[config.mk]
export PLATFORM = sky130hd
export DESIGN_NAME = pipe_cla_addsub
export DESIGN_NICKNAME = d
export VERILOG_FILES = /design/src/rtl/alu_pkg.sv /design/src/rtl/cla_chunk.sv /design/src/rtl/pipe_cla_addsub.sv
export SDC_FILE = /design/constraint.sdc
export NUM_CORES = 1
export LEC_CHECK = 0
export CAP_MARGIN = 20
export CORE_MARGIN = 5
export CORE_UTILIZATION = 65
export CTS_CLUSTER_DIAMETER = 120
export CTS_CLUSTER_SIZE = 8
export DETAILED_ROUTE_END_ITERATION = 10
export DONT_BUFFER_PORTS = 1
export HOLD_SLACK_MARGIN = 0.02
export PLACE_DENSITY = 0.86
export SLEW_MARGIN = 5
export SYNTH_ARGS = -nofsm -noshare
export SYNTH_HDL_FRONTEND = slang
export SYNTH_SLANG_ARGS = --single-unit
export TNS_END_PERCENT = 50
[constraint.sdc]
create_clock -name clk -period 7.08 [get_ports clk]
set_clock_uncertainty 0.1 [all_clocks]
set_input_delay 1.062 -clock clk [delete_from_list [all_inputs] [get_ports clk]]
set_output_delay 1.062 -clock clk [all_outputs]
set_load 0.01 [all_outputs]
[src/rtl/alu_pkg.sv]
// Shared ALU encodings: operation select values
// and bit positions of the result flag vector.
package alu_pkg;

  localparam logic OP_ADD = 1'b0;
  localparam logic OP_SUB = 1'b1;

  localparam int FLAG_COUT = 0;
  localparam int FLAG_OVF  = 1;
  localparam int FLAG_ZERO = 2;
  localparam int FLAG_NEG  = 3;
  localparam int NFLAGS    = 4;

endpackage

[src/rtl/cla_chunk.sv]
// N-bit two-level carry-lookahead adder chunk.
// a/b/cin in; sum, cout, c_msb_in (carry into MSB) out.
module cla_chunk #(
  parameter int N = 16
) (
  input  logic [N-1:0] a,
  input  logic [N-1:0] b,
  input  logic         cin,
  output logic [N-1:0] sum,
  output logic         cout,
  output logic         c_msb_in
);

  localparam int NG = N / 4;

  logic [N-1:0]  g;
  logic [N-1:0]  p;
  logic [N-1:0]  c;
  logic [NG-1:0] gg;
  logic [NG-1:0] pg;
  logic [NG:0]   cg;

  always_comb begin
    g  = a & b;
    p  = a ^ b;
    c  = '0;
    gg = '0;
    pg = '0;
    cg = '0;
    cg[0] = cin;
    // Upper level: group carries from group generate/propagate.
    for (int j = 0; j < NG; j++) begin
      gg[j] = g[4*j+3]
            | (p[4*j+3] & (g[4*j+2]
            | (p[4*j+2] & (g[4*j+1]
            | (p[4*j+1] & g[4*j])))));
      pg[j] = &p[4*j +: 4];
      cg[j+1] = gg[j] | (pg[j] & cg[j]);
    end
    // Lower level: bit carries inside each group.
    for (int j = 0; j < NG; j++) begin
      c[4*j] = cg[j];
      for (int i = 1; i < 4; i++) begin
        c[4*j+i] = g[4*j+i-1]
                 | (p[4*j+i-1] & c[4*j+i-1]);
      end
    end
  end

  assign sum      = p ^ c;
  assign cout     = cg[NG];
  assign c_msb_in = c[N-1];

endmodule

[src/rtl/pipe_cla_addsub.sv]
// Pipelined CLA add/sub, one operand chunk per stage.
// in_* valid/ready beat in; out_* result + flags.
module pipe_cla_addsub
  import alu_pkg::*;
#(
  parameter int WIDTH  = 32,
  parameter int STAGES = 2
) (
  input  logic             clk,
  input  logic             rst_n,
  input  logic             in_valid,
  output logic             in_ready,
  input  logic [WIDTH-1:0] in_a,
  input  logic [WIDTH-1:0] in_b,
  input  logic             in_op,
  output logic             out_valid,
  input  logic             out_ready,
  output logic [WIDTH-1:0] out_sum,
  output logic             out_cout,
  output logic             out_ovf,
  output logic             out_zero,
  output logic             out_neg
);

  localparam int CW = WIDTH / STAGES;

  logic              advance;
  logic              valid_q;
  logic [WIDTH-1:0]  sum_q;
  logic [NFLAGS-1:0] flag_q;

  assign advance  = !valid_q | out_ready;
  assign in_ready = advance;

  // Operand A rotates: each stage pushes its sum
  // chunk in at the top and drops the consumed
  // chunk, so after the last stage it is the sum.
  // B shrinks by one chunk per stage.
  for (genvar k = 0; k < STAGES; k++) begin : g_st
    localparam int BW = WIDTH - k * CW;

    logic [WIDTH-1:0] ai;
    logic [WIDTH-1:0] ao;
    logic [BW-1:0]    bi;
    logic             ci;
    logic             vi;
    logic [CW-1:0]    s;
    logic             co;

    if (k == 0) begin : g_in
      assign ai = in_a;
      assign bi = (in_op == OP_SUB) ? ~in_b : in_b;
      assign ci = (in_op == OP_SUB);
      assign vi = in_valid;
    end else begin : g_reg
      logic [WIDTH-1:0] a_q;
      logic [BW-1:0]    b_q;
      logic             c_q;
      logic             v_q;

      always_ff @(posedge clk or negedge rst_n) begin
        if (!rst_n) begin
          v_q <= 1'b0;
        end else if (advance) begin
          v_q <= g_st[k-1].vi;
        end
      end

      always_ff @(posedge clk) begin
        if (advance) begin
          a_q <= g_st[k-1].ao;
          b_q <= g_st[k-1].bi[BW+CW-1:CW];
          c_q <= g_st[k-1].co;
        end
      end

      assign ai = a_q;
      assign bi = b_q;
      assign ci = c_q;
      assign vi = v_q;
    end

    if (CW == WIDTH) begin : g_rot1
      assign ao = s;
    end else begin : g_rotn
      assign ao = {s, ai[WIDTH-1:CW]};
    end

    if (k == STAGES - 1) begin : g_last
      logic              cm;
      logic [NFLAGS-1:0] flag_d;

      cla_chunk #(.N(CW)) u_cla (
        .a        (ai[CW-1:0]),
        .b        (bi[CW-1:0]),
        .cin      (ci),
        .sum      (s),
        .cout     (co),
        .c_msb_in (cm)
      );

      always_comb begin
        flag_d            = '0;
        flag_d[FLAG_COUT] = co;
        flag_d[FLAG_OVF]  = co ^ cm;
        flag_d[FLAG_ZERO] = ~|ao;
        flag_d[FLAG_NEG]  = ao[WIDTH-1];
      end

      always_ff @(posedge clk or negedge rst_n) begin
        if (!rst_n) begin
          valid_q <= 1'b0;
          sum_q   <= '0;
          flag_q  <= '0;
        end else if (advance) begin
          valid_q <= vi;
          if (vi) begin
            sum_q  <= ao;
            flag_q <= flag_d;
          end
        end
      end
    end else begin : g_mid
      // Carry into a middle chunk's MSB has no meaning.
      logic c_msb_unused;

      cla_chunk #(.N(CW)) u_cla (
        .a        (ai[CW-1:0]),
        .b        (bi[CW-1:0]),
        .cin      (ci),
        .sum      (s),
        .cout     (co),
        .c_msb_in (c_msb_unused)
      );
    end
  end

  assign out_valid = valid_q;
  assign out_sum   = sum_q;
  assign out_cout  = flag_q[FLAG_COUT];
  assign out_ovf   = flag_q[FLAG_OVF];
  assign out_zero  = flag_q[FLAG_ZERO];
  assign out_neg   = flag_q[FLAG_NEG];

endmodule

# Word level (Yosys, flattened, before mapping)
# Cells that the tools add are included.
# classes
mux	1
n_bitwise	121
n_reduce_logical	12
# ops
operator	n
$xor A16 B16 Y16	4
$or A1 B1 Y1	57
$and A1 B1 Y1	56
$and A16 B16 Y16	2
$mux W32	1
$not A32 Y32	1
$reduce_and A4 Y1	8
$reduce_or A32 Y1	1
$logic_not A1 Y1	2
$reduce_and A2 Y1	1
$xor A1 B1 Y1	1
# word_totals
register_bits	87
in_bits	69
output_inout_bits	38
elab_cells	141

# Depth between registers and ports, before layout
# Gate-level depths: netlist (run 1).
# logic_depth
ltp_word	21
ltp_mapped	12
mapped_depth_nobuf	12

# Modules after synthesis
# From an unflattened synthesis (run 1), not the netlist that was laid out.
# unflattened
hier_cells	318
area_unflattened_um2	4759.6
# modules_own_cells
module	instances	cells_per_inst	area_per_inst_um2
pipe_cla_addsub	1	181	3387.0
cla_chunk (g_st[1].g_last.u_cla)	1	70	698.2
cla_chunk (g_st[0].g_mid.u_cla)	1	67	674.4

# Worst setup path after synthesis (run 1)
# OpenSTA, ideal clock, no wires.
# synth_timing
kind	input to register
start	in in_op
end	reg g_st[1].g_reg.a_q[31] (data pin)
setup_time_ns	0.258
arrival_ns	3.807
required_time_ns	6.722
setup_slack_ns	2.916
stages	12
n_path_buf	2
cell_sequence	buf_2 -> buf_2 -> xor2_1 -> ha_1 -> nand2_1 -> o21ai_0 -> a21oi_1 -> and3_1 -> fa_1 -> fa_1 -> fa_1 -> xnor2_1
# synth_between
elab_chain_cells	20
elab_cells_between_ends	37
classes_between	1 x mux; 33 x bitwise; 3 x reduce/logical
# synth_rtl
element	line_no	rtl
from (decl)	pipe_cla_addsub.sv:15	input logic in_op,
$mux W32	pipe_cla_addsub.sv:52	assign bi = (in_op == OP_SUB) ? ~in_b : in_b;
$xor A16 B16 Y16 or $and A16 B16 Y16 (tied branches)	cla_chunk.sv:25, cla_chunk.sv:24	
$and A1 B1 Y1	cla_chunk.sv:36	| (p[4*j+1] & g[4*j])))));
$or A1 B1 Y1	cla_chunk.sv:36	
$and A1 B1 Y1	cla_chunk.sv:35	| (p[4*j+2] & (g[4*j+1]
$or A1 B1 Y1	cla_chunk.sv:35	
$and A1 B1 Y1	cla_chunk.sv:34	| (p[4*j+3] & (g[4*j+2]
$or A1 B1 Y1	cla_chunk.sv:34	
[... 5 more ...]	--	
$and A1 B1 Y1	cla_chunk.sv:45	| (p[4*j+i-1] & c[4*j+i-1]);
$or A1 B1 Y1	cla_chunk.sv:45	
$and A1 B1 Y1	cla_chunk.sv:45	
$or A1 B1 Y1	cla_chunk.sv:45	
$and A1 B1 Y1	cla_chunk.sv:45	
$or A1 B1 Y1	cla_chunk.sv:45	
$xor A16 B16 Y16 *	cla_chunk.sv:50	assign sum = p ^ c;
named net g_st[0].g_mid.u_cla.sum[15]	cla_chunk.sv:9	output logic [N-1:0] sum,
to (signal assigned)	pipe_cla_addsub.sv:71	a_q <= g_st[k-1].ao;
to (decl)	pipe_cla_addsub.sv:56	logic [WIDTH-1:0] a_q;
# Mark *: on every way through the listed nets, which the timed path passes. The rest lies on a longest branch.
# A chain may end at the register's enable or synchronous reset.

# Final worst setup path (run 1)
# layout_timing
start	reg g_st[1].g_reg.a_q[0]
end	reg flag_q[2]
# layout_between
elab_cells_between_ends	42
classes_between	39 x bitwise; 3 x reduce/logical
# layout_lines
element	line_no	rtl
$and A16 B16 Y16	cla_chunk.sv:24	g = a & b;
$and A1 B1 Y1	cla_chunk.sv:36	
$or A1 B1 Y1	cla_chunk.sv:36	
$and A1 B1 Y1	cla_chunk.sv:35	
$or A1 B1 Y1	cla_chunk.sv:35	
$and A1 B1 Y1	cla_chunk.sv:34	
$or A1 B1 Y1	cla_chunk.sv:34	
$or A1 B1 Y1 *	cla_chunk.sv:38	cg[j+1] = gg[j] | (pg[j] & cg[j]);
[... 4 more ...]	--	
$and A1 B1 Y1 *	cla_chunk.sv:45	
$or A1 B1 Y1 *	cla_chunk.sv:45	
$and A1 B1 Y1 *	cla_chunk.sv:45	
$or A1 B1 Y1 *	cla_chunk.sv:45	
$xor A16 B16 Y16 *	cla_chunk.sv:50	
named net g_st[1].g_last.u_cla.sum[14]	cla_chunk.sv:9	
$reduce_or A32 Y1 *	pipe_cla_addsub.sv:106	flag_d[FLAG_ZERO] = ~|ao;
$logic_not A1 Y1 *	pipe_cla_addsub.sv:106	
to (signal assigned)	pipe_cla_addsub.sv:119	flag_q <= flag_d;
to (decl)	pipe_cla_addsub.sv:30	logic [NFLAGS-1:0] flag_q;
# Marks and branches as above.

==> flow_summary.json, run 1 <==
{
  "fin_nets": 466,
  "worst_pin_slew_ps": 709,
  "finalWirelength_um": 8580,
  "initial_core_util": 0.675,
  "worstSetupStartpoint": "g_st[1].ai[0]$_DFFE_PN_",
  "cp.arrival_ps": 4120,
  "hold_violations": 0,
  "fp.dieW_um": 94.2,
  "fin_crit_ps": 3990,
  "synthCells": 338,
  "gp_congestion": 0.790,
  "slew_headroom": 0.527,
  "synth.most_common_cell": "edfxtp_1",
  "slew_violations": 0,
  "synthTopCellsByCount": "edfxtp_1 (49), inv_1 (39), dfrtp_1 (37)",
  "r2r_start": "g_st[1].ai[0]$_DFFE_PN_",
  "synth.avg_cell_area_sq_um": 13.6,
  "first_iter_violations": 84,
  "drc_errors": 0,
  "ir_drop_v": 0.000126,
  "start_kind": "flip-flop",
  "drive_above_1_share": 0.141,
  "synthMuxAreaShare": 0.0749,
  "root_buffer": "clkbuf_8",
  "clock_latency_ps": 350,
  "synthSimpleGateAreaFrac": 0.0418,
  "grt_usage": 0.209,
  "grt_pass1_vias": 2847,
  "grt_max_degree": 54,
  "setup_tns_ps": 0,
  "cts_tree": "done",
  "endpoint_kind": "flip-flop",
  "wire_per_inst_um": 19.4,
  "async_reset_ff_frac": 0.430,
  "setup_violations": 0,
  "ys.flop_type": "edfxtp_1",
  "critPathKind": "reg -> reg",
  "run_status": "completed",
  "synth-seq-area-share": 0.520,
  "syn_nets": 462,
  "numCtsBuffers": 9,
  "place_hpwl_um": 6680,
  "synth_compound_area_frac": 0.0570,
  "worst_hold_slack_ps": 292,
  "synth_top_cell_by_area": "edfxtp_1",
  "antennaDiodeCount": 0,
  "postRouteAntennaNets": 0,
  "route.detailed.vias_per_inst": 5.77,
  "area_growth_pct": 6.84,
  "synthTopCellsByArea": "edfxtp_1 (32%), dfrtp_1 (20%), fa_1 (10%)",
  "rsz0062_at_grt": "false",
  "grt_pass1_wl_um": 14000,
  "fin_crit_sh": 0.564,
  "cts_setup_buffers": 0,
  "fmax_ghz": 0.251,
  "required_ps": 7210,
  "cts_resized": 0,
  "rr_worst_depth": 11,
  "synth_xor_xnor_area_share": 0.0779,
  "die_area_sq_um": 8880,
  "yosys_register_bits": 86,
  "synth_top_family_by_area": "adder cells",
  "syn_area_sq_um": 4610,
  "route.vias.total": 2555,
  "synth_top_area_share": 0.319,
  "p_leak_nw": 2.09,
  "clk_pin_slew_ps": 90,
  "dr.pass1.iters": 4,
  "port_buffers": 0,
  "hold_buffers": 0,
  "ys_warn_count": 0,
  "clock_sinks": 86,
  "grt_antenna_before_repair": 0,
  "core_area_sq_um": 6830,
  "ctsLongestPathBuffers": 2,
  "synth_cell_types": 36,
  "synth_edf_count": 49,
  "die_h_um": 94.2,
  "critPathMaxFanout": 3,
  "h-tree-depth": 3,
  "power_density_nw_per_um2": 311,
  "row_count": 30,
  "synth-adder-area-share": 0.187,
  "grt_remaining_overflow": 0,
  "min_path_type": "in -> async",
  "cap_violations": 0,
  "io_pins": 107
}
## flip-flops by register name, summed over array words and instances (netlist names)
signal,flops
flag_q,3
g_st.ai,32
g_st.bi,16
g_st.ci,1
g_st.g_reg.v_q,1
out_sum,32
out_valid,1
## area by class of cell
class,instances,area [sq um]
sequential,86,2400
multi-input combinational,204,2020
fill,463,1900
inverter,39,146
clock buffer,11,141
tap,96,120
clock inverter,5,83.8
timing repair buffer,2,15.0
## critical path, cell delays in order, from the launching register on
cell	delay (ps)
edfxtp_1	420
ha_1	310
a211oi_1	300
o21ai_2	140
a31oi_1	320
nand2_1	150
fa_1	400
fa_1	390
fa_1	490
nor4b_1	340
nand4_1	130
o41ai_1	360
## cells in the final DEF (no fill, tap or decap), types with 2 or more instances in the layout
| cell type | n |
|---|---|
| inv_1 | 39 |
| nand4_1 | 4 |
| nor2_1 | 2 |
| nor4_1 | 6 |
| and4_1 | 3 |
| clkbuf_8 | 10 |
| nand2_1 | 11 |
| dfrtp_1 | 37 |
| nand3_1 | 3 |
| ha_1 | 32 |
| edfxtp_1 | 49 |
| clkinvlp_4 | 2 |
| buf_4 | 2 |
| o21ai_0 | 13 |
| bufinv_16 | 2 |
| o21bai_1 | 2 |
| o211ai_1 | 2 |
| a21o_1 | 2 |
| xor2_1 | 33 |
| mux2_2 | 28 |
| a211oi_1 | 3 |
| xnor2_1 | 8 |
| fa_1 | 23 |
| mux2i_1 | 3 |
| a21oi_1 | 12 |
## kinds of logic (layout without fill, tap and decap cells)
kind of cell,count (synthesis),count (layout)
flops,86,86
buf+inv,48,57
fa+ha+maj,55,55
xor+xnor,41,41
compound gates,42,42
simple gates,35,35
mux,31,31
## path summary, 6_finish.rpt
check,slack (ps),end
setup / recovery,3090,flag_q[2]$_DFFE_PN0P_
hold / removal,290,out_sum[21]$_DFFE_PN0P_
setup reg to reg,3090,flag_q[2]$_DFFE_PN0P_
hold reg to reg,390,out_valid$_DFFE_PN0N_
max in group asynchronous,6490,out_sum[2]$_DFFE_PN0P_
min in group clk,390,out_valid$_DFFE_PN0N_
## routing by layer
| metal | vias to the layer above | track usage | wire [um] |
|---|---|---|---|
| met1 | 1261 | 0.237 | 3110 |
| li1 | 1190 | - | - |
| met3 | 14 | 0.0729 | 763 |
| met2 | 90 | 0.362 | 4520 |
| met4 | 0 | 0.0770 | 189 |
| met5 | - | 0 | 0 |
## stage by stage
step	setup WS [ps]	cells	area [sq um]	total power, mW	util
2_1_floorplan	2920	338	4610	1.06	-
3_3_place_gp	3120	427	4700	1.14	0.688
3_5_place_dp	3020	427	4700	1.17	0.688
4_1_cts	3010	443	4930	1.55	0.721
5_1_grt	2750	443	4930	1.63	0.721
6_report	3090	443	4930	1.53	0.721
## power breakdown
| part | leakage, nW | internal, mW | switching, mW | total [mW] |
|---|---|---|---|---|
| combinational | 1.06 | 0.165 | 0.161 | 0.326 |
| clock | 0.106 | 0.209 | 0.169 | 0.379 |
| sequential | 0.929 | 0.682 | 0.144 | 0.827 |
| total | 2.09 | 1.06 | 0.475 | 1.53 |
Power figures use the tool's default switching activity.
==> run 2, diff against run 1 <==
--- a/config.mk
+++ b/config.mk
@@ -7,13 +7,13 @@
 export LEC_CHECK = 0
 export CAP_MARGIN = 20
 export CORE_MARGIN = 5
-export CORE_UTILIZATION = 65
+export CORE_UTILIZATION = 64
 export CTS_CLUSTER_DIAMETER = 120
 export CTS_CLUSTER_SIZE = 8
 export DETAILED_ROUTE_END_ITERATION = 10
 export DONT_BUFFER_PORTS = 1
 export HOLD_SLACK_MARGIN = 0.02
-export PLACE_DENSITY = 0.86
+export PLACE_DENSITY = 0.85
 export SLEW_MARGIN = 5
 export SYNTH_ARGS = -nofsm -noshare
 export SYNTH_HDL_FRONTEND = slang
==> constraint.sdc (replaced) <==
create_clock -name clk -period 4.1 [get_ports clk]
set_clock_uncertainty 0.1 [all_clocks]
set_input_delay 0.615 -clock clk [delete_from_list [all_inputs] [get_ports clk]]
set_output_delay 0.615 -clock clk [all_outputs]
set_load 0.01 [all_outputs]
==> run 2 against run 1 <==
Against the previous run: global-route usage down 0.47 points; first-iteration DRC count is 9.5% lower; clock power grew 46%; power up 66%; register-to-register slack got worse by 2900 ps; flip-flop and latch count is the same; via count grew 1.3%; design area decreased by 0.30%; sequential share of layout area rose by 0.15 points; critical path depth is the same.
==> flow_summary.json, run 2 (synthesized netlist as in run 1, its figures left out) <==
{
  "multi_input_area_sq_um": 2020,
  "hold_violations": 0,
  "ctsLongestPathBuffers": 2,
  "crit_buf_inv": 0,
  "cts_tree": "done",
  "ir_drop_v": 0.000205,
  "finalWirelength_um": 8470,
  "min_path_type": "in -> reg",
  "numCtsBuffers": 9,
  "grt_usage": 0.204,
  "row_count": 31,
  "die_area_sq_um": 9000,
  "area_growth_pct": 6.51,
  "endpoint_kind": "flip-flop",
  "slew_headroom": 0.539,
  "fmax_ghz": 0.258,
  "fin_ws_ps": 226,
  "core_area_sq_um": 7140,
  "power_density_nw_per_um2": 519,
  "rr_endpoint": "flag_q[2]$_DFFE_PN0P_",
  "gp_congestion": 0.872,
  "fill_cells": 512,
  "critPathKind": "reg -> reg",
  "post_dp_cell_area_sq_um": 4710,
  "place_ws_ps": 240,
  "drc_errors": 0,
  "cp.arrival_ps": 4000,
  "slew_violations": 0,
  "route.vias.total": 2588,
  "r2r_slack_ps": 230,
  "cap_violations": 0,
  "antennaDiodeCount": 0,
  "final-seq-area_sq_um": 2400,
  "setup_violations": 0,
  "final_common_cell": "edfxtp_1",
  "wire_per_inst_um": 18.9,
  "io_pins": 107,
  "cpMostUsedCell": "fa_1",
  "min_path_cells": 0,
  "final_cell_mix": "edfxtp_1 (49), inv_1 (39), dfrtp_1 (37)",
  "clock_sinks": 86,
  "grt_pass1_wl_um": 13700,
  "fin_crit_sh": 0.945,
  "cts_resized": 0,
  "start_kind": "flip-flop",
  "h-tree-depth": 3,
  "postRouteAntennaNets": 0,
  "fp.dieW_um": 94.9,
  "rr_worst_depth": 11,
  "drive_above_1_share": 0.129,
  "max_stage_delay_ps": 460,
  "worst_hold_slack_ps": 261,
  "cts_setup_buffers": 0,
  "initial_core_util": 0.646,
  "grt_remaining_overflow": 0,
  "hold_buffers": 2,
  "grt_antenna_before_repair": 0,
  "r2r_start": "g_st[1].ai[6]$_DFFE_PN_",
  "path_cells": "ha_1 -> a21oi_1 -> a21boi_0 -> o21ai_0 -> nand2_1 -> fa_1 -> fa_1 -> fa_1 -> nor4b_1 -> nand4_1 -> o41ai_1",
  "final_cell_area_sq_um": 4910,
  "setup_tns_ps": 0,
  "grt_pass1_vias": 2731,
  "clock_latency_ps": 340,
  "root_buffer": "clkbuf_8",
  "worstHoldStart": "in_a[16]",
  "clk_pin_slew_ps": 80,
  "run_status": "completed",
  "grt_max_degree": 53,
  "route.detailed.vias_per_inst": 5.78,
  "min_to": "g_st[1].ai[0]$_DFFE_PN_",
  "critPathMaxFanout": 3,
  "fin_nets": 468,
  "required_ps": 4230,
  "path_delay_family": "adder cells",
  "dr.pass1.iters": 4,
  "fin_crit_ps": 3870,
  "crit_slowest_cell": "fa_1",
  "die_h_um": 94.9,
  "p_leak_nw": 2.09,
  "rsz0062_at_grt": "false",
  "port_buffers": 0,
  "place_hpwl_um": 6560,
  "worst_pin_slew_ps": 692,
  "first_iter_violations": 76
}
-- run 2: cell count changes in the layout (fill, tap and decap cells not counted) --
| cell | change |
|---|---|
| clkbuf_1 | +3 |
| clkinv_1 | +2 |
| clkinvlp_4 | -2 |
| buf_12 | +1 |
| bufinv_16 | -1 |
| clkbuf_8 | -1 |
| clkinv_4 | -1 |
| dlygate4sd3_1 | +1 |
-- run 2: final cells by class --
| cell class | count | share of cell area |
|---|---|---|
| tap | 99 | 0.0252 |
| timing repair buffer | 4 | 0.00917 |
| sequential | 86 | 0.488 |
| inverter | 39 | 0.0298 |
| clock inverter | 3 | 0.00764 |
| multi-input combinational | 204 | 0.412 |
| clock buffer | 13 | 0.0283 |
-- run 2: worst max-delay path by stage --
stage	from	end	slack, ps	cells after the start
after global placement	g_st[1].ai[6]$_DFFE_PN_	flag_q[2]$_DFFE_PN0P_	400	11
after detailed placement	g_st[1].ai[6]$_DFFE_PN_	flag_q[2]$_DFFE_PN0P_	240	11
final	g_st[1].ai[6]$_DFFE_PN_	flag_q[2]$_DFFE_PN0P_	230	11
after global routing	g_st[1].ai[6]$_DFFE_PN_	flag_q[2]$_DFFE_PN0P_	60	11
after CTS	g_st[1].ai[6]$_DFFE_PN_	flag_q[2]$_DFFE_PN0P_	230	11
after floorplan	in_op	g_st[1].ai[31]$_DFFE_PN_	380	12
-- run 2: metal layers --
| layer | global-route usage | part of all wire |
|---|---|---|
| met1 | 0.245 | 0.37 |
| met2 | 0.331 | 0.51 |
| met3 | 0.0725 | 0.098 |
| met4 | 0.0925 | 0.029 |
| met5 | 0 | 0 |
-- run 2: power breakdown --
part           switching (mW)  internal [mW]  leakage, nW  total, mW
logic                   0.282          0.288         1.07      0.569
registers               0.249           1.18        0.929       1.43
clock network           0.273          0.279       0.0867      0.552
-- run 2: stage by stage --
step           utilization  power [mW]  std cells
6_report             0.688        2.55        448
5_1_grt              0.688        2.72        448
4_1_cts              0.688        2.58        448
3_5_place_dp         0.659        2.02        430
3_3_place_gp         0.659        1.97        430
2_1_floorplan            -        1.84        338
